--- src/rtl/adder_pkg.sv ---
// -----------------------------------------------------------------------------
// adder_pkg
// Shared constants and types for the sequential adder tree (addertree_seq).
//   OPW    : default operand width in bits
//   NOPS   : operands per group, equal to the adder-tree fan-in
//   ACCW   : default accumulator / result width in bits
//   TREEW  : adder-tree output width for the default operand width
//   state_e: sequencing FSM states (FILL collects, SUM folds, DONE presents)
// -----------------------------------------------------------------------------
`timescale 1ns/1ps

package adder_pkg;

    localparam int OPW  = 7;
    localparam int NOPS = 8;
    localparam int ACCW = 16;

    // Summing eight operands can grow the value by at most three bits.
    function automatic int treeWidth(input int opw);
        return opw + 3;
    endfunction

    localparam int TREEW = treeWidth(OPW);

    typedef enum logic [1:0] {
        FILL = 2'd0,
        SUM  = 2'd1,
        DONE = 2'd2
    } state_e;

endpackage

--- src/rtl/op_tree8.sv ---
// -----------------------------------------------------------------------------
// op_tree8
// Purely combinational 8-input unsigned adder tree. Each level widens by one
// bit, so the output never truncates.
//   ops_i : eight OPW-bit operands packed side by side (operand 0 in the LSBs)
//   sum_o : (OPW+3)-bit sum of all eight operands
// -----------------------------------------------------------------------------
`timescale 1ns/1ps

module op_tree8 #(
    parameter int OPW = adder_pkg::OPW
) (
    input  logic [8*OPW-1:0] ops_i,
    output logic [OPW+2:0]   sum_o
);

    logic [OPW:0]   levelOne [4];
    logic [OPW+1:0] levelTwo [2];

    // Three levels of pairwise addition: 8 -> 4 -> 2 -> 1, each zero-extended
    // by one bit before adding so that no carry is dropped.
    always_comb begin
        for (int i = 0; i < 4; i++) begin
            levelOne[i] = {1'b0, ops_i[(2*i)*OPW +: OPW]}
                        + {1'b0, ops_i[(2*i+1)*OPW +: OPW]};
        end
        for (int i = 0; i < 2; i++) begin
            levelTwo[i] = {1'b0, levelOne[2*i]} + {1'b0, levelOne[2*i+1]};
        end
        sum_o = {1'b0, levelTwo[0]} + {1'b0, levelTwo[1]};
    end

endmodule

--- src/rtl/addertree_seq.sv ---
// -----------------------------------------------------------------------------
// addertree_seq
// Sums an arbitrarily long job of unsigned operands. Operands are collected in
// groups of eight into a register bank, folded in one cycle through op_tree8
// into a wide accumulator, and the job total is presented with a sticky
// overflow flag once the operand marked in_last has been folded in.
//   clk, rst_n          : clock, asynchronous active-low reset
//   in_valid/in_ready   : operand handshake, in_data operand, in_last job end
//   out_valid/out_ready : result handshake
//   result, ovf         : job sum modulo 2^ACCW, sticky overflow
//   busy                : high unless idle in FILL with nothing collected
// -----------------------------------------------------------------------------
`timescale 1ns/1ps

module addertree_seq #(
    parameter int OPW  = adder_pkg::OPW,
    parameter int NOPS = adder_pkg::NOPS,
    parameter int ACCW = adder_pkg::ACCW
) (
    input  logic            clk,
    input  logic            rst_n,
    input  logic            in_valid,
    input  logic [OPW-1:0]  in_data,
    input  logic            in_last,
    output logic            in_ready,
    output logic            out_valid,
    input  logic            out_ready,
    output logic [ACCW-1:0] result,
    output logic            ovf,
    output logic            busy
);

    import adder_pkg::state_e;
    import adder_pkg::FILL;
    import adder_pkg::SUM;
    import adder_pkg::DONE;

    localparam int TW   = adder_pkg::treeWidth(OPW);
    localparam int CNTW = $clog2(NOPS);
    localparam logic [CNTW-1:0] LAST_SLOT = CNTW'(NOPS - 1);
    localparam logic [CNTW-1:0] CNT_ONE   = CNTW'(1);

    state_e          state_q, state_d;
    logic [OPW-1:0]  bank_q [NOPS];
    logic [CNTW-1:0] cnt_q;
    logic [ACCW-1:0] acc_q;
    logic            ovf_q;
    logic            grpLast_q;

    logic [NOPS*OPW-1:0] bankFlat;
    logic [TW-1:0]       treeSum;
    logic [ACCW:0]       accSum;
    logic                accept;
    logic                groupEnd;

    // Flatten the bank for the tree; unwritten slots are already zero because
    // SUM clears the whole bank after every fold.
    always_comb begin
        bankFlat = '0;
        for (int i = 0; i < NOPS; i++) begin
            bankFlat[i*OPW +: OPW] = bank_q[i];
        end
    end

    op_tree8 #(
        .OPW (OPW)
    ) u_tree (
        .ops_i (bankFlat),
        .sum_o (treeSum)
    );

    // One extra bit on the accumulator add captures the carry-out for ovf.
    assign accSum   = {1'b0, acc_q} + {{(ACCW + 1 - TW){1'b0}}, treeSum};
    assign accept   = in_valid && (state_q == FILL);
    assign groupEnd = accept && ((cnt_q == LAST_SLOT) || in_last);

    // State register.
    always_ff @(posedge clk or negedge rst_n) begin
        if (!rst_n) begin
            state_q <= FILL;
        end else begin
            state_q <= state_d;
        end
    end

    // Next-state logic: a group closes on slot 7 or in_last, SUM always lasts
    // one cycle, and DONE waits for the consumer.
    always_comb begin
        state_d = state_q;
        case (state_q)
            FILL:    if (groupEnd)  state_d = SUM;
            SUM:     state_d = grpLast_q ? DONE : FILL;
            DONE:    if (out_ready) state_d = FILL;
            default: state_d = FILL;
        endcase
    end

    // Outputs come straight from registered state so nothing ripples from the
    // input handshake to the output handshake.
    always_comb begin
        in_ready  = (state_q == FILL);
        out_valid = (state_q == DONE);
        busy      = !((state_q == FILL) && (cnt_q == '0) && (acc_q == '0));
        result    = acc_q;
        ovf       = ovf_q;
    end

    // Datapath: bank writes while filling, fold-and-clear in SUM, and the
    // accumulator is released only when the result is taken.
    always_ff @(posedge clk or negedge rst_n) begin
        if (!rst_n) begin
            for (int i = 0; i < NOPS; i++) begin
                bank_q[i] <= '0;
            end
            cnt_q     <= '0;
            acc_q     <= '0;
            ovf_q     <= 1'b0;
            grpLast_q <= 1'b0;
        end else begin
            case (state_q)
                FILL: begin
                    if (accept) begin
                        bank_q[cnt_q] <= in_data;
                        cnt_q         <= cnt_q + CNT_ONE;
                    end
                    if (groupEnd) begin
                        grpLast_q <= in_last;
                    end
                end
                SUM: begin
                    acc_q <= accSum[ACCW-1:0];
                    ovf_q <= ovf_q | accSum[ACCW];
                    for (int i = 0; i < NOPS; i++) begin
                        bank_q[i] <= '0;
                    end
                    cnt_q <= '0;
                end
                DONE: begin
                    if (out_ready) begin
                        acc_q     <= '0;
                        ovf_q     <= 1'b0;
                        grpLast_q <= 1'b0;
                    end
                end
                default: begin
                    cnt_q <= '0;
                end
            endcase
        end
    end

endmodule

--- config.mk ---
export PLATFORM = sky130hd
export DESIGN_NAME = addertree_seq
export DESIGN_NICKNAME = d
export VERILOG_FILES = /design/src/rtl/adder_pkg.sv /design/src/rtl/op_tree8.sv /design/src/rtl/addertree_seq.sv
export SDC_FILE = /design/constraint.sdc
export NUM_CORES = 1
export LEC_CHECK = 0
export ABC_AREA = 1
export CAP_MARGIN = 20
export CORE_UTILIZATION = 61
export CTS_CLUSTER_SIZE = 24
export DETAILED_ROUTE_END_ITERATION = 8
export MAX_ROUTING_LAYER = met4
export PLACE_DENSITY_LB_ADDON = 0.1
export RECOVER_POWER = 100
export SLEW_MARGIN = 20
export SYNTH_ARGS = -nofsm -noshare
export SYNTH_HDL_FRONTEND = slang
export SYNTH_SLANG_ARGS = --single-unit
--- constraint.sdc ---
create_clock -name clk -period 5.9 [get_ports clk]
set_clock_uncertainty 0.05 [all_clocks]
set_input_delay 0.59 -clock clk [delete_from_list [all_inputs] [get_ports clk]]
set_output_delay 0.59 -clock clk [all_outputs]
set_load 0.01 [all_outputs]
==> results of run 1 <==
## stage by stage
step / worst slack [ns] / util (%) / hold slack [ns] / instance area (sq um) / std cells
3_3_place_gp: 1.79 / 67.4 / 0.412 / 5510 / 678
2_1_floorplan: 1.92 / - / 0.244 / 5110 / 547
4_1_cts: 1.66 / 70.0 / 0.375 / 5720 / 694
5_1_grt: 0.813 / 68.6 / 0.465 / 5610 / 694
3_5_place_dp: 1.69 / 67.4 / 0.415 / 5510 / 678
6_report: 1.63 / 68.6 / 0.433 / 5610 / 694
## final timing paths
check                                       from                        to  slack, ns  cells past startpoint
hold / removal                   ovf$_DFFE_PN0P_           ovf$_DFFE_PN0P_       0.43                      2
max in group asynchronous                  rst_n      cnt_q[2]$_DFFE_PN0P_       1.81                      1
setup / recovery                        in_valid  bankFlat[20]$_DFFE_PN0P_       1.63                      6
setup reg to reg           result[2]$_DFFE_PN0P_     result[8]$_DFFE_PN0P_       1.64                     17
min in group asynchronous                  rst_n     result[0]$_DFFE_PN0P_       1.63                      1
hold reg to reg                  ovf$_DFFE_PN0P_           ovf$_DFFE_PN0P_       0.43                      2
## registers in the layout, indices dropped and copies added (netlist names)
name and count:
grpLast_q 1, ovf 1, result 16, bankFlat 56
state_q 2, cnt_q 3
## cells in the mapped netlist (2+ instances only)
library cell,count
nand2_2,3
o21ai_4,8
nor3_1,3
nand3_1,35
ha_1,19
nand2_1,85
nand2_4,5
buf_6,2
nor2_1,11
fa_1,48
o22ai_1,58
nand4_1,4
a21oi_1,6
inv_1,147
inv_2,6
dfrtp_1,79
o21ai_0,15
o21ai_1,2
## area by class of cell
type	instances	area, sq um
timing repair buffer	31	304
clock buffer	9	124
inverter	154	579
clock inverter	7	83.8
sequential	79	1980
tap	105	131
multi-input combinational	309	2410
fill	668	2560
## routing by layer
metal  wire [um]  GRT usage, %  vias up  share of wire [%]
met3         552          5.04       23                4.9
li1            -             -     1794                  -
met1        5060          41.1     1868                 45
met2        5390          43.8      106                 48
met5           0             -        -                  0
met4         241          12.3        0                2.1
## worst min-delay path, cell delays in order (launching register included)
cell,delay (ns)
dfrtp_1,0.35
nand2_1,0.05
nand2_1,0.06
## kinds of logic after synthesis
group                    after synthesis  share of synthesized area, %
buffers and inverters                159                          12.1
AND/OR/NAND/NOR                      152                          13.7
AO/OA/AOI/OAI                         90                          12.0
flip-flops                            79                          38.7
adder cells (fa/ha/maj)               67                          23.4
==> metrics.md, run 1 <==
| Metric | Value |
|---|---|
| Status | complete, but fails checks |
| Failing checks | max-capacitance violations, max-slew violations |
| Most used flip-flop cell after synthesis | dfrtp_1 |
| Ys async rst share | 100% |
| CTS Hold Buffers Added | 0 |
| First-pass GRT wire length | 18600 um |
| Final Max Slew Viols | 94 |
| First-pass DRT Iterations | 5 |
| Drt initial violations | 236 |
| Clk buf depth | 2 |
| Max-cap violation count | 2 |
| Hold WC Path Type | reg2reg |
| Width of the chip | 93.5 um |
| CP Class | in2reg |
| Worst rel slew slack | -179% |
| Syn_nets | 626 |
| Sequential area share after synthesis | 38.7% |
| Commonest non-fill, non-tap cell in the layout | inv_1 |
| Diode count | 0 |
| Unrepaired setup endpoints after global routing | false |
| CTS resizes | 0 |
| CP Cell Sequence | dlygate4sd3_1 > inv_1 > nor2_1 > clkinvlp_2 > o21ai_0 > o22ai_1 |
| Yosys top cell area share | 38.7% |
| Total wire length | 11200 um |
| RD Place Congestion | 0.901 |
| Most frequent cells in the layout | inv_1 (148), nand2_1 (86), dfrtp_1 (79) |
| Vias | 3791 |
| CP endpoint kind | register |
| Layout area overhead | 9.77% |
| Clock latency on the worst-skew pair | 0.36 ns |
| DPL Wire Length | 8670 um |
| Synth warn | 0 |
| DRC | 0 |
| Worst path bufs/invs | 3 |
| Vias/cell | 5.46 |
| Crit path arrival time | 4.39 ns |
| Mapped cell area | 0.00511 sq mm |
| Synth cell types | 29 |
| Total negative setup slack | 0 ns |
| CTS Sinks | 79 |
| Synth top area cells | dfrtp_1 (39%), fa_1 (19%), inv_1 (11%) |
| Cells after synthesis | 547 |
| Clock root cell | clkbuf_8 |
| Worst Tran Pin Value | 4.19 ns |
| Final period utilization | 72.4% |
| Highest clock rate | 0.234 GHz |
| Setup Viol. Count Final | 0 |
| Nets | 663 |
| Ratio of cells with drive above 1 in the final layout | 5.09% |
| Vias in the first global route | 3749 |
| H-Tree Depth | 3 |
| Hold Violations, Final | 0 |
| Total CTS buffers | 9 |
| Worst path slowest cell | nor2_1 |
| #FFs+latches synth | 79 |
| Setup bufs post-CTS | 0 |
| Area leader, netlist | dfrtp_1 |
| CP Max Fanout | 13 |
| Initial Utilization | 62.5% |
| Crit start category | input port |
| Number of I/O pins | 32 |
| Die span in y | 93.5 um |
| Initial antenna violation count | 0 |
| Post-route ant nets | 0 |
| Total die area | 0.00875 sq mm |
| Reg clk slew, reported paths | 0.09 ns |
| Placement Rows | 33 |
| Critical Path Max Stage Delay | 1.24 ns |
| Post-synth EDFFs | 0 |
| Shortest period the worst path allows | 4.27 ns |
| Buffers on Ports | 31 |
| Placeable Area | 0.00818 sq mm |
| Largest net degree at the start of global routing | 80 |
| Mapped Avg Cell Area | 9.35 sq um |
| Gr usage total | 29.7% |
| CTS tree | done |
| Grt total ovfl | 0 |
| Worst path required time | 6.02 ns |
| Per-cell routed wire length | 16.2 um |
| Delay-heaviest family, CP | buffers and inverters |
Power of run 1 is not shown: default switching activity piles up to over one toggle a cycle in this logic, so the estimate is an artifact.
==> run 2: changes to the inputs <==
--- a/config.mk
+++ b/config.mk
@@ -7,7 +7,7 @@
 export LEC_CHECK = 0
 export ABC_AREA = 1
 export CAP_MARGIN = 20
-export CORE_UTILIZATION = 61
+export CORE_UTILIZATION = 60
 export CTS_CLUSTER_SIZE = 24
 export DETAILED_ROUTE_END_ITERATION = 8
 export MAX_ROUTING_LAYER = met4
==> constraint.sdc (replaced) <==
create_clock -name clk -period 4.4 [get_ports clk]
set_clock_uncertainty 0.05 [all_clocks]
set_input_delay 0.44 -clock clk [delete_from_list [all_inputs] [get_ports clk]]
set_output_delay 0.44 -clock clk [all_outputs]
set_load 0.01 [all_outputs]
==> run 2 against run 1 <==
  * The run still ends with max-capacitance violations, max-slew violations left
  * Critical path type is now reg2reg
  * Worst hold slack improved by 0.0032 ns
  * Sequential share of layout area shrank 0.16 points
  * Critical endpoint is now result[8]$_DFFE_PN0P_
  * Critical path depth up 11
  * Flip-flop and latch count stayed put
  * Largest cell class unchanged
  * Cell area is 0.45% higher
==> metrics.md, run 2 (synthesis gave the netlist of run 1 again) <==
| Metric | Value |
|---|---|
| First-pass GRT wire length | 18600 um |
| Unrepaired setup endpoints after global routing | false |
| DPL Wire Length | 8490 um |
| CTS Sinks | 79 |
| Post-route ant nets | 0 |
| Most frequent cells in the layout | inv_1 (148), nand2_1 (85), dfrtp_1 (79) |
| Clk buf depth | 2 |
| CP Max Fanout | 5 |
| Vias in the first global route | 3834 |
| DRC | 0 |
| Layout area overhead | 10.3% |
| Drt initial violations | 216 |
| Setup bufs post-CTS | 0 |
| Vias | 3745 |
| Status | complete, but fails checks |
| CP endpoint kind | register |
| Crit path arrival time | 4.35 ns |
| Nets | 663 |
| Total of fill cells in the finished design | 663 |
| Buffers on Ports | 31 |
| CTS resizes | 0 |
| Design Area, Final | 0.00564 sq mm |
| First-pass DRT Iterations | 4 |
| Total CTS buffers | 9 |
| Worst rel slew slack | -30.8% |
| Final period utilization | 93.3% |
| Final WS setup | 0.295 ns |
| Setup Viol. Count Final | 0 |
| CTS tree | done |
| CP Class | reg2reg |
| Final Max Slew Viols | 94 |
| Gr usage total | 29.4% |
| Hold Violations, Final | 0 |
| Placement Rows | 33 |
| Clock root cell | clkbuf_8 |
| Vias/cell | 5.40 |
| RD Place Congestion | 0.926 |
| Placeable Area | 0.00822 sq mm |
| H-Tree Depth | 3 |
| Diode count | 0 |
| Reg clk slew, reported paths | 0.09 ns |
| Highest clock rate | 0.244 GHz |
| Commonest non-fill, non-tap cell in the layout | inv_1 |
| Worst Tran Pin Value | 1.96 ns |
| Initial Utilization | 62.2% |
| Total negative setup slack | 0 ns |
| Total wire length | 11300 um |
| Post-DP Area | 0.00551 sq mm |
| Largest net degree at the start of global routing | 80 |
| Shortest period the worst path allows | 4.11 ns |
| Die span in y | 94.3 um |
| Total die area | 0.00889 sq mm |
| Storage element area | 0.00198 sq mm |
| Hold WC Path Type | reg2reg |
| Placement Setup Slack | 0.193 ns |
| Worst path required time | 4.64 ns |
| Multi-input logic area | 0.00242 sq mm |
| Width of the chip | 94.3 um |
| Grt total ovfl | 0 |
| Max-cap violation count | 2 |
| Number of flip-flops in the largest register | 56 |
| Number of I/O pins | 32 |
| Crit start category | register |
| Failing checks | max-capacitance violations, max-slew violations |
| Per-cell routed wire length | 16.2 um |
| Initial antenna violation count | 0 |
| CTS Hold Buffers Added | 0 |
| Ratio of cells with drive above 1 in the final layout | 5.60% |
| Clock latency on the worst-skew pair | 0.37 ns |
-- run 2: path summary, 6_finish.rpt --
path,startpoint,to,slack [ns],cells past startpoint
worst max-delay path,result[2]$_DFFE_PN0P_,result[8]$_DFFE_PN0P_,0.29,17
worst min-delay path,ovf$_DFFE_PN0P_,ovf$_DFFE_PN0P_,0.44,2
worst max register to register,result[2]$_DFFE_PN0P_,result[8]$_DFFE_PN0P_,0.29,17
worst min register to register,ovf$_DFFE_PN0P_,ovf$_DFFE_PN0P_,0.44,2
max in group asynchronous,rst_n,result[5]$_DFFE_PN0P_,2.58,1
min in group asynchronous,rst_n,result[7]$_DFFE_PN0P_,0.55,1
-- run 2: area by class of cell --
type	count	area share, %
Multi-Input combinational cell	309	43.0
Sequential cell	79	35.1
Inverter	154	10.3
Timing Repair Buffer	31	5.42
Tap cell	105	2.33
Clock buffer	10	2.26
Clock inverter	6	1.66
-- run 2: critical path, stage by stage, from the launching register on --
cell and delay, ns:
dfrtp_1 0.35, inv_1 0.08, fa_1 0.54, inv_1 0.06, fa_1 0.51, fa_1 0.56, inv_1 0.06, fa_1 0.53
inv_1 0.04, ha_1 0.24, fa_1 0.43, nand3_1 0.12, nand3_2 0.11, nand2_1 0.10, nand2_1 0.05, nand2_1 0.05
nand3_1 0.06, o21ai_0 0.10
-- run 2: metrics by stage --
| stage | hold WS [ns] | util, % | cells |
|---|---|---|---|
| 5_1_grt | 0.477 | 68.6 | 694 |
| 6_report | 0.436 | 68.6 | 694 |
| 2_1_floorplan | 0.0944 | - | 547 |
| 3_5_place_dp | 0.429 | 67.1 | 678 |
| 3_3_place_gp | 0.412 | 67.1 | 678 |
| 4_1_cts | 0.212 | 69.8 | 694 |
-- run 2: routing by layer --
layer  vias to the layer above  wire (um)  track usage [%]
met3                        15        533             5.91
met4                         0        166             9.10
met2                        81       5520             45.8
met1                      1854       5040             39.1
met5                         -          0                -
li1                       1795          -                -
Power of run 2 is left out for the same reason.
==> run 3: changes to the inputs <==
--- a/config.mk
+++ b/config.mk
@@ -7,7 +7,7 @@
 export LEC_CHECK = 0
 export ABC_AREA = 1
 export CAP_MARGIN = 20
-export CORE_UTILIZATION = 60
+export CORE_UTILIZATION = 55
 export CTS_CLUSTER_SIZE = 24
 export DETAILED_ROUTE_END_ITERATION = 8
 export MAX_ROUTING_LAYER = met4
@@ -17,3 +17,4 @@
 export SYNTH_ARGS = -nofsm -noshare
 export SYNTH_HDL_FRONTEND = slang
 export SYNTH_SLANG_ARGS = --single-unit
+export TNS_END_PERCENT = 20
==> run 3 against run 2 <==
  * Count of clock-buffer cells in the layout fell by 1
  * Utilization is 4.6 points lower
  * The flow finishes with violations (design-rule violations, max-capacitance violations, max-slew violations)
  * Sequential share of layout area fell by 0.16 points
  * Largest cell class unchanged
==> metrics.md, run 3 (synthesis gave the netlist of run 1 again) <==
| Metric | Value |
|---|---|
| Status | complete, but fails checks |
| Failing checks | design-rule violations, max-capacitance violations, max-slew violations |
| Number of flip-flops in the largest register | 56 |
| Final Max Slew Viols | 94 |
| Unrepaired setup endpoints after global routing | false |
| Crit path arrival time | 4.27 ns |
| Clock root cell | clkbuf_8 |
| Post-route ant nets | 0 |
| Worst rel slew slack | -32.1% |
| Shortest period the worst path allows | 4.09 ns |
| Crit start category | register |
| CTS Hold Buffers Added | 0 |
| Highest clock rate | 0.244 GHz |
| Max-cap violation count | 2 |
| Total CTS buffers | 9 |
| CTS Sinks | 79 |
| Nets | 663 |
| Critical Path Max Stage Delay | 0.55 ns |
| Hold Violations, Final | 0 |
| Final period utilization | 93.0% |
| CTS resizes | 0 |
| Ratio of cells with drive above 1 in the final layout | 6.96% |
| Total die area | 0.00968 sq mm |
| H-Tree Depth | 3 |
| Clock latency on the worst-skew pair | 0.36 ns |
| Most frequent cells in the layout | inv_1 (148), nand2_1 (86), dfrtp_1 (79) |
| Placement Rows | 34 |
| Drt initial violations | 256 |
| Delay-heaviest family, CP | adder cells |
| Worst path slowest cell | fa_1 |
| Grt total ovfl | 0 |
| DPL Wire Length | 8570 um |
| Initial Utilization | 57.8% |
| Width of the chip | 98.4 um |
| CTS tree | done |
| Clk buf depth | 2 |
| Vias in the first global route | 3731 |
| Hold WC Path Type | reg2reg |
| Setup Viol. Count Final | 0 |
| Buffers on Ports | 31 |
| Commonest non-fill, non-tap cell in the layout | inv_1 |
| Gr usage total | 25.9% |
| Vias | 3735 |
| Worst Tran Pin Value | 1.98 ns |
| CP endpoint kind | register |
| Worst path bufs/invs | 4 |
| Reg clk slew, reported paths | 0.09 ns |
| RD Place Congestion | 0.916 |
| Die span in y | 98.4 um |
| CP Cell Sequence | inv_1 > fa_1 > inv_1 > fa_1 > fa_1 > inv_1 > fa_1 > inv_1 > ha_1 > fa_2 > nand3_1 > nand3_2 > o21ai_0 > o22ai_1 |
| Initial antenna violation count | 0 |
| Number of I/O pins | 32 |
| Diode count | 0 |
| Total negative setup slack | 0 ns |
| Worst path required time | 4.58 ns |
| First-pass DRT Iterations | 9 |
| Setup bufs post-CTS | 0 |
| CP Max Fanout | 5 |
| Total of fill cells in the finished design | 740 |
| Vias/cell | 5.36 |
| Largest net degree at the start of global routing | 80 |
| DRC | 1 |
| Per-cell routed wire length | 16.0 um |
| First-pass GRT wire length | 18500 um |
| Layout area overhead | 10.8% |
| CP Class | reg2reg |
| Total wire length | 11100 um |
| Placeable Area | 0.00885 sq mm |
-- run 3: changes by cell type in the layout (fill, tap and decap cells not counted), moves of 2 or more --
cell / delta
o21ai_2: +3
bufinv_16: -2
o21ai_4: +5
o21ai_0: -7
-- run 3: path summary, 6_finish.rpt --
check	from	end	slack, ns	depth (start not counted)
worst min register to register	ovf$_DFFE_PN0P_	ovf$_DFFE_PN0P_	0.44	2
min in group asynchronous	rst_n	result[10]$_DFFE_PN0P_	0.59	1
worst min-delay path	ovf$_DFFE_PN0P_	ovf$_DFFE_PN0P_	0.44	2
worst max register to register	result[2]$_DFFE_PN0P_	result[6]$_DFFE_PN0P_	0.31	14
max in group asynchronous	rst_n	bankFlat[13]$_DFFE_PN0P_	2.54	1
worst max-delay path	result[2]$_DFFE_PN0P_	result[6]$_DFFE_PN0P_	0.31	14
-- run 3: layout make-up --
cell class | count | area (sq um) | area share [%]
clock buffer | 9 | 124 | 2.19
multi-input combinational | 309 | 2490 | 43.9
tap | 108 | 135 | 2.39
timing repair buffer | 31 | 305 | 5.39
clock inverter | 7 | 55.1 | 0.972
sequential | 79 | 1980 | 34.9
inverter | 154 | 579 | 10.2
-- run 3: per-stage QoR --
step | instance area [sq um] | utilization, % | instances | setup WS, ns | hold slack (ns)
6_report | 5660 | 64.0 | 697 | 0.308 | 0.437
5_1_grt | 5660 | 64.0 | 697 | 0.0280 | 0.462
4_1_cts | 5690 | 64.4 | 697 | 0.200 | 0.236
3_5_place_dp | 5520 | 62.3 | 681 | 0.223 | 0.424
3_3_place_gp | 5520 | 62.3 | 681 | 0.231 | 0.416
2_1_floorplan | 5110 | - | 547 | 0.422 | 0.0944
-- run 3: metal layers --
layer  track usage [%]  vias to the layer above  wire (um)
li1                  -                     1798          -
met1              35.7                     1816       5080
met3              3.40                       16        467
met4              7.92                        0        184
met2              40.5                      105       5390
met5                 -                        -          0
-- run 3: tightest hold or removal path, stage by stage (launching register included) --
cell     delay [ns]
dfrtp_1        0.35
nand2_1        0.05
nand2_1        0.05
Power of run 3 is left out for the same reason.
==> RTL change 1, RTL diff (flow settings as in run 2) <==
`ACCW`: 16 -> 32.
--- a/src/rtl/adder_pkg.sv
+++ b/src/rtl/adder_pkg.sv
@@ -15,3 +15,3 @@
     localparam int NOPS = 8;
-    localparam int ACCW = 16;
+    localparam int ACCW = 32;
 
Interface: changed (resized result); port bits go from 32 to 48. No check against the original RTL was run, so the function may have changed too.
==> RTL change 1 against run 2 <==
The run still ends with max-capacitance violations, max-slew violations left; count of clock-buffer cells in the layout fell by 1; final cell count grew 37%; setup slack got worse by 0.077 ns; design area is 29% higher; sequential cell count increased by 16; routed wire length up 49%; maximum frequency shrank 1.8%; core utilization increased by 0.83 points; synthesized area is 28% higher.
==> RTL change 1: results (changes against run 2) <==
Synth Instances 755 (was 547); Synth area leaders dfrtp_1 36%, fa_1 15%, inv_1 10% (was dfrtp_1 39%, fa_1 19%, inv_1 11%); layout cells sized above 1 10.18% (was 5.603%); GR Util All Layers 32.74% (was 29.42%); pin count of the biggest net entering global routing 65 (was 80); vias in the first global route 5049 (was 3834); crit-path max FO 8 (was 5); status complete, but fails checks (unchanged); drt via density 5.672 (was 5.396); Slew Limit Fails 78 (was 94); Slew @ Worst Pin 3.569 ns (was 1.963 ns); routed len/inst 17.62 µm (was 16.23 µm); dpl ws 0.1103 ns (was 0.1931 ns); non-filler cells, final 951 (was 694); Nets 889 (was 663); Port Buffers 47 (was 31); slowest stage delay, CP 0.61 ns (was 0.56 ns); failing checks max-capacitance violations, max-slew violations (unchanged); Syn Nets 834 (was 626); drt first pass iters 5 (was 4); setup slack, reg-to-reg 0.22 ns (was 0.29 ns); GPL Wtd Cong 0.9197 (was 0.9261); Max Cap Viol 2 (unchanged); Yosys cell types 38 (was 29); Worst R2R End result[13] (was result[8]); Post-synth top cells 175 x inv_1, 139 x nand2_1, 95 x dfrtp_1, 63 x o22ai_1, 53 x nand3_1 (was 147 x inv_1, 85 x nand2_1, 79 x dfrtp_1, 58 x o22ai_1, 48 x fa_1)
[RTL change 1: cell count changes after synthesis, moves of 12 or more]
cell            run 2  this run
inv_1             147       175
nor2_1             11        23
nand2_1            85       139
o21ai_1             2        15
nand3_1            35        53
nand2_2             3        16
dfrtp_1            79        95
[RTL change 1: cell type report]
| cell class | instances | area [µm²] | area share [%] |
|---|---|---|---|
| clock inverter | 7 | 61.31 | 0.8440 |
| multi-input combinational | 468 | 3346 | 46.06 |
| timing repair buffer | 51 | 491.7 | 6.769 |
| clock buffer | 9 | 123.9 | 1.705 |
| inverter | 185 | 694.4 | 9.559 |
| sequential | 95 | 2377 | 32.72 |
| tap | 136 | 170.2 | 2.342 |
[RTL change 1: how the worst max path moves through the flow]
stage / start / endpoint / cells past startpoint
floorplan: result[2] / result[26] / 21
global placement: result[2] / result[26] / 21
detailed placement: result[2] / result[26] / 21
CTS: result[2] / result[26] / 21
global route: result[2] / result[26] / 21
finish: result[3] / result[13] / 15
[RTL change 1: cells by family (layout without fill, tap and decap cells)]
logic type / Yosys count / after routing / synth area share [%]
fa+ha+maj: 67 / 67 / 18.26
buf+inv: 192 / 252 / 11.51
simple gates: 297 / 297 / 23.41
compound gates: 104 / 104 / 10.60
flops: 95 / 95 / 36.22
[RTL change 1: metrics by stage]
stage	util (%)	instance area [µm²]	TNS [ns]	hold WS [ns]
after floorplan	-	6564	0	0.09441
after global placement	68.39	7156	0	0.4253
after detailed placement	68.39	7156	0	0.4289
after CTS	70.16	7341	0	0.1280
after global routing	69.43	7264	-0.01649	0.4850
final	69.43	7264	0	0.4381
[RTL change 1: power groups by stage]
stage	Combinational (mW)	Clock [mW]	Sequential, mW
6_report	4.55	0.578	1.52
5_1_grt	5.24	0.611	1.57
4_1_cts	4.47	0.583	1.52
3_5_place_dp	4.43	0	1.54
3_3_place_gp	4.29	0	1.52
2_1_floorplan	3.22	0	1.51
[RTL change 1: what timing repair did]
action                     4_1_cts  5_1_grt
hold endpoints to repair         0        0
gates resized for setup          0        7
setup endpoints to repair        0        9
buffers inserted                 0        2
[RTL change 1: per-layer routing]
layer | vias to the layer above | track usage, % | wire length [µm]
li1 | 2497 | - | -
met1 | 2649 | 47.32 | 7567
met2 | 220 | 46.91 | 7502
met3 | 28 | 6.869 | 1384
met4 | 0 | 9.883 | 297
met5 | - | - | 0
[RTL change 1: tightest hold or removal path: stages, from the launching register on]
cell and delay [ns]:
dfrtp_1 0.35, nand2_1 0.05, o21ai_1 0.05
==> RTL change 2, RTL diff (config.mk and constraints of run 2) <==
Without the edit above. Reset style: synchronous (`rst_n`), changed in 2 clocked blocks. Comments in the files are not updated.
--- a/src/rtl/addertree_seq.sv
+++ b/src/rtl/addertree_seq.sv
@@ -77,3 +77,3 @@
     // State register.
-    always_ff @(posedge clk or negedge rst_n) begin
+    always_ff @(posedge clk) begin
         if (!rst_n) begin
@@ -109,3 +109,3 @@
     // accumulator is released only when the result is taken.
-    always_ff @(posedge clk or negedge rst_n) begin
+    always_ff @(posedge clk) begin
         if (!rst_n) begin
Check against the original RTL: differs if rst_n is asserted again (counterexample within 4 cycles, from zero or initial values and one cycle with rst_n low); with rst_n held inactive, the same outputs for 4 cycles.
==> RTL change 2 against run 2 <==
Final cell count decreased by 5.8%; global-route usage shrank 3.7 points; sequential share of layout area increased by 3.8 points; die area fell by 2.3%; design area decreased by 2.2%; setup slack worse by 0.073 ns; synthesized area fell by 2.3%; routed wire length is 12% lower; count of clock-buffer cells in the layout shrank 1; sequential cell count did not move; first-iteration DRC count rose by 11%.
==> RTL change 2: results (changes against run 2) <==
status complete, no violations (was complete, but fails checks); Syn Nets 587 (was 626); # diodes 0 (unchanged); vias in the first global route 3310 (was 3834); slowest stage delay, CP 0.55 ns; Nets 626 (was 663); Yosys cell types 28 (was 29); Placed Area 5405 µm² (was 5512 µm²); dpl ws 0.06202 ns (was 0.1931 ns); Post-Route WL 9881 µm (was 11260 µm); antenna violations before repair 0 (unchanged); first-pass GRT wire length 15930 µm (was 18640 µm); # fillers 593 (was 663); grt met2 use 42.34% (was 45.83%); vias after detailed routing 3430 (was 3745); met3 Resource Use GR 3.333% (was 5.906%); number of gates resized after cts 0 (unchanged); met1 WL 4210 µm (was 5042 µm); Synth area leaders edfxtp_1 34%, fa_1 19%, dfxtp_1 9.2% (was dfrtp_1 39%, fa_1 19%, inv_1 11%); CP max stage cell fa_1 (unchanged); syn_area_per_cell 9.827 µm² (was 9.346 µm²); Min-Delay Path Class reg -> reg (unchanged); Seq power 0.899 mW; layout cells sized above 1 6.703% (was 5.603%); Iter 0 DRT Violations 239 (was 216); busiest grt layer met2 (unchanged); Largest register FFs 56 (unchanged); DR WL met3 369 µm (was 533 µm); drt via density 5.245 (was 5.396); met1 usage 32.67% (was 39.14%); NetSw 1.356 mW; Async SR Flop Fraction 0% (was 100.0%); CTS Buffer Depth 2 (unchanged); Seq/Total Area, Yosys 42.91% (was 38.67%); metal2 WL 5082 µm (was 5521 µm); P_leak 2.638 nW; final core occ 69.92% (was 68.60%); Crit path arrival time 4.39 ns (was 4.35 ns); crit-path max FO 4 (was 5); IR drop worst, VDD 0.0003103 V; hpwl dp 7866 µm (was 8486 µm); EDFF count, synth 56 (was 0); TNS Setup 0 ns (unchanged); Post-synth top cells 103 x inv_1, 86 x nand2_1, 72 x nor2_1, 56 x edfxtp_1, 48 x fa_1 (was 147 x inv_1, 85 x nand2_1, 79 x dfrtp_1, 58 x o22ai_1, 48 x fa_1); drt first pass iters 5 (was 4); number of cells after detailed placement 636 (was 678); area leader, netlist edfxtp_1 (was dfrtp_1); GPL Wtd Cong 0.9026 (was 0.9261); pin count of the biggest net entering global routing 22 (was 80); Slew @ Worst Pin 0.7739 ns (was 1.963 ns); GR Util All Layers 25.72% (was 29.42%); Worst-path clk slew 0.08 ns; number of CTS-inserted buffers 9 (unchanged); Top Family by Delay on Critical Path adder cells (unchanged); Top Metal Used met4 (unchanged)
[RTL change 2: cell count changes in the layout (fill, tap and decap cells not counted), sizes merged, moves of 2 or more]
cell | run 2 | this run
nand4 | 4 | 6
o22ai | 58 | 0
edfxtp | 0 | 56
o21a | 0 | 2
nor2 | 13 | 79
nand3 | 35 | 21
nor3 | 3 | 5
dfxtp | 0 | 23
dfrtp | 79 | 0
buf | 0 | 2
inv | 154 | 112
a21oi | 6 | 28
o21ai | 25 | 7
[RTL change 2: area by class of cell]
type | instances | share of cell area, %
timing repair buffer | 35 | 6.171
tap | 102 | 2.314
sequential | 79 | 38.86
clock buffer | 9 | 2.246
clock inverter | 7 | 1.248
multi-input combinational | 312 | 41.63
inverter | 110 | 7.532
[RTL change 2: worst register-to-register path, stage by stage (launching register included)]
cell and delay [ns]:
edfxtp_1 0.41, fa_1 0.53, fa_1 0.53, fa_1 0.55
inv_1 0.05, fa_1 0.53, inv_1 0.04, ha_1 0.23
fa_2 0.37, nand3_1 0.11, nand3_2 0.13, clkbuf_4 0.17
o21ai_0 0.14, a21oi_1 0.07, o21a_1 0.17
[RTL change 2: worst paths after layout]
| kind | start | end | slack [ns] | depth (start not counted) |
|---|---|---|---|---|
| worst max-delay path | bank_q[3][2] | result[6] | 0.22 | 14 |
| worst min-delay path | grpLast_q | state_q[1] | 0.41 | 2 |
| worst max register to register | bank_q[3][2] | result[6] | 0.22 | 14 |
| worst min register to register | grpLast_q | state_q[1] | 0.41 | 2 |
[RTL change 2: logic make-up (layout without fill, tap and decap cells)]
family                   Yosys count  in the layout  share of synthesized area (%)
AND/OR/NAND/NOR                  207            207                          20.00
buffers and inverters            117            161                          9.123
flip-flops                        79             79                          42.91
adder cells (fa/ha/maj)           67             67                          24.01
AO/OA/AOI/OAI                     38             38                          3.960
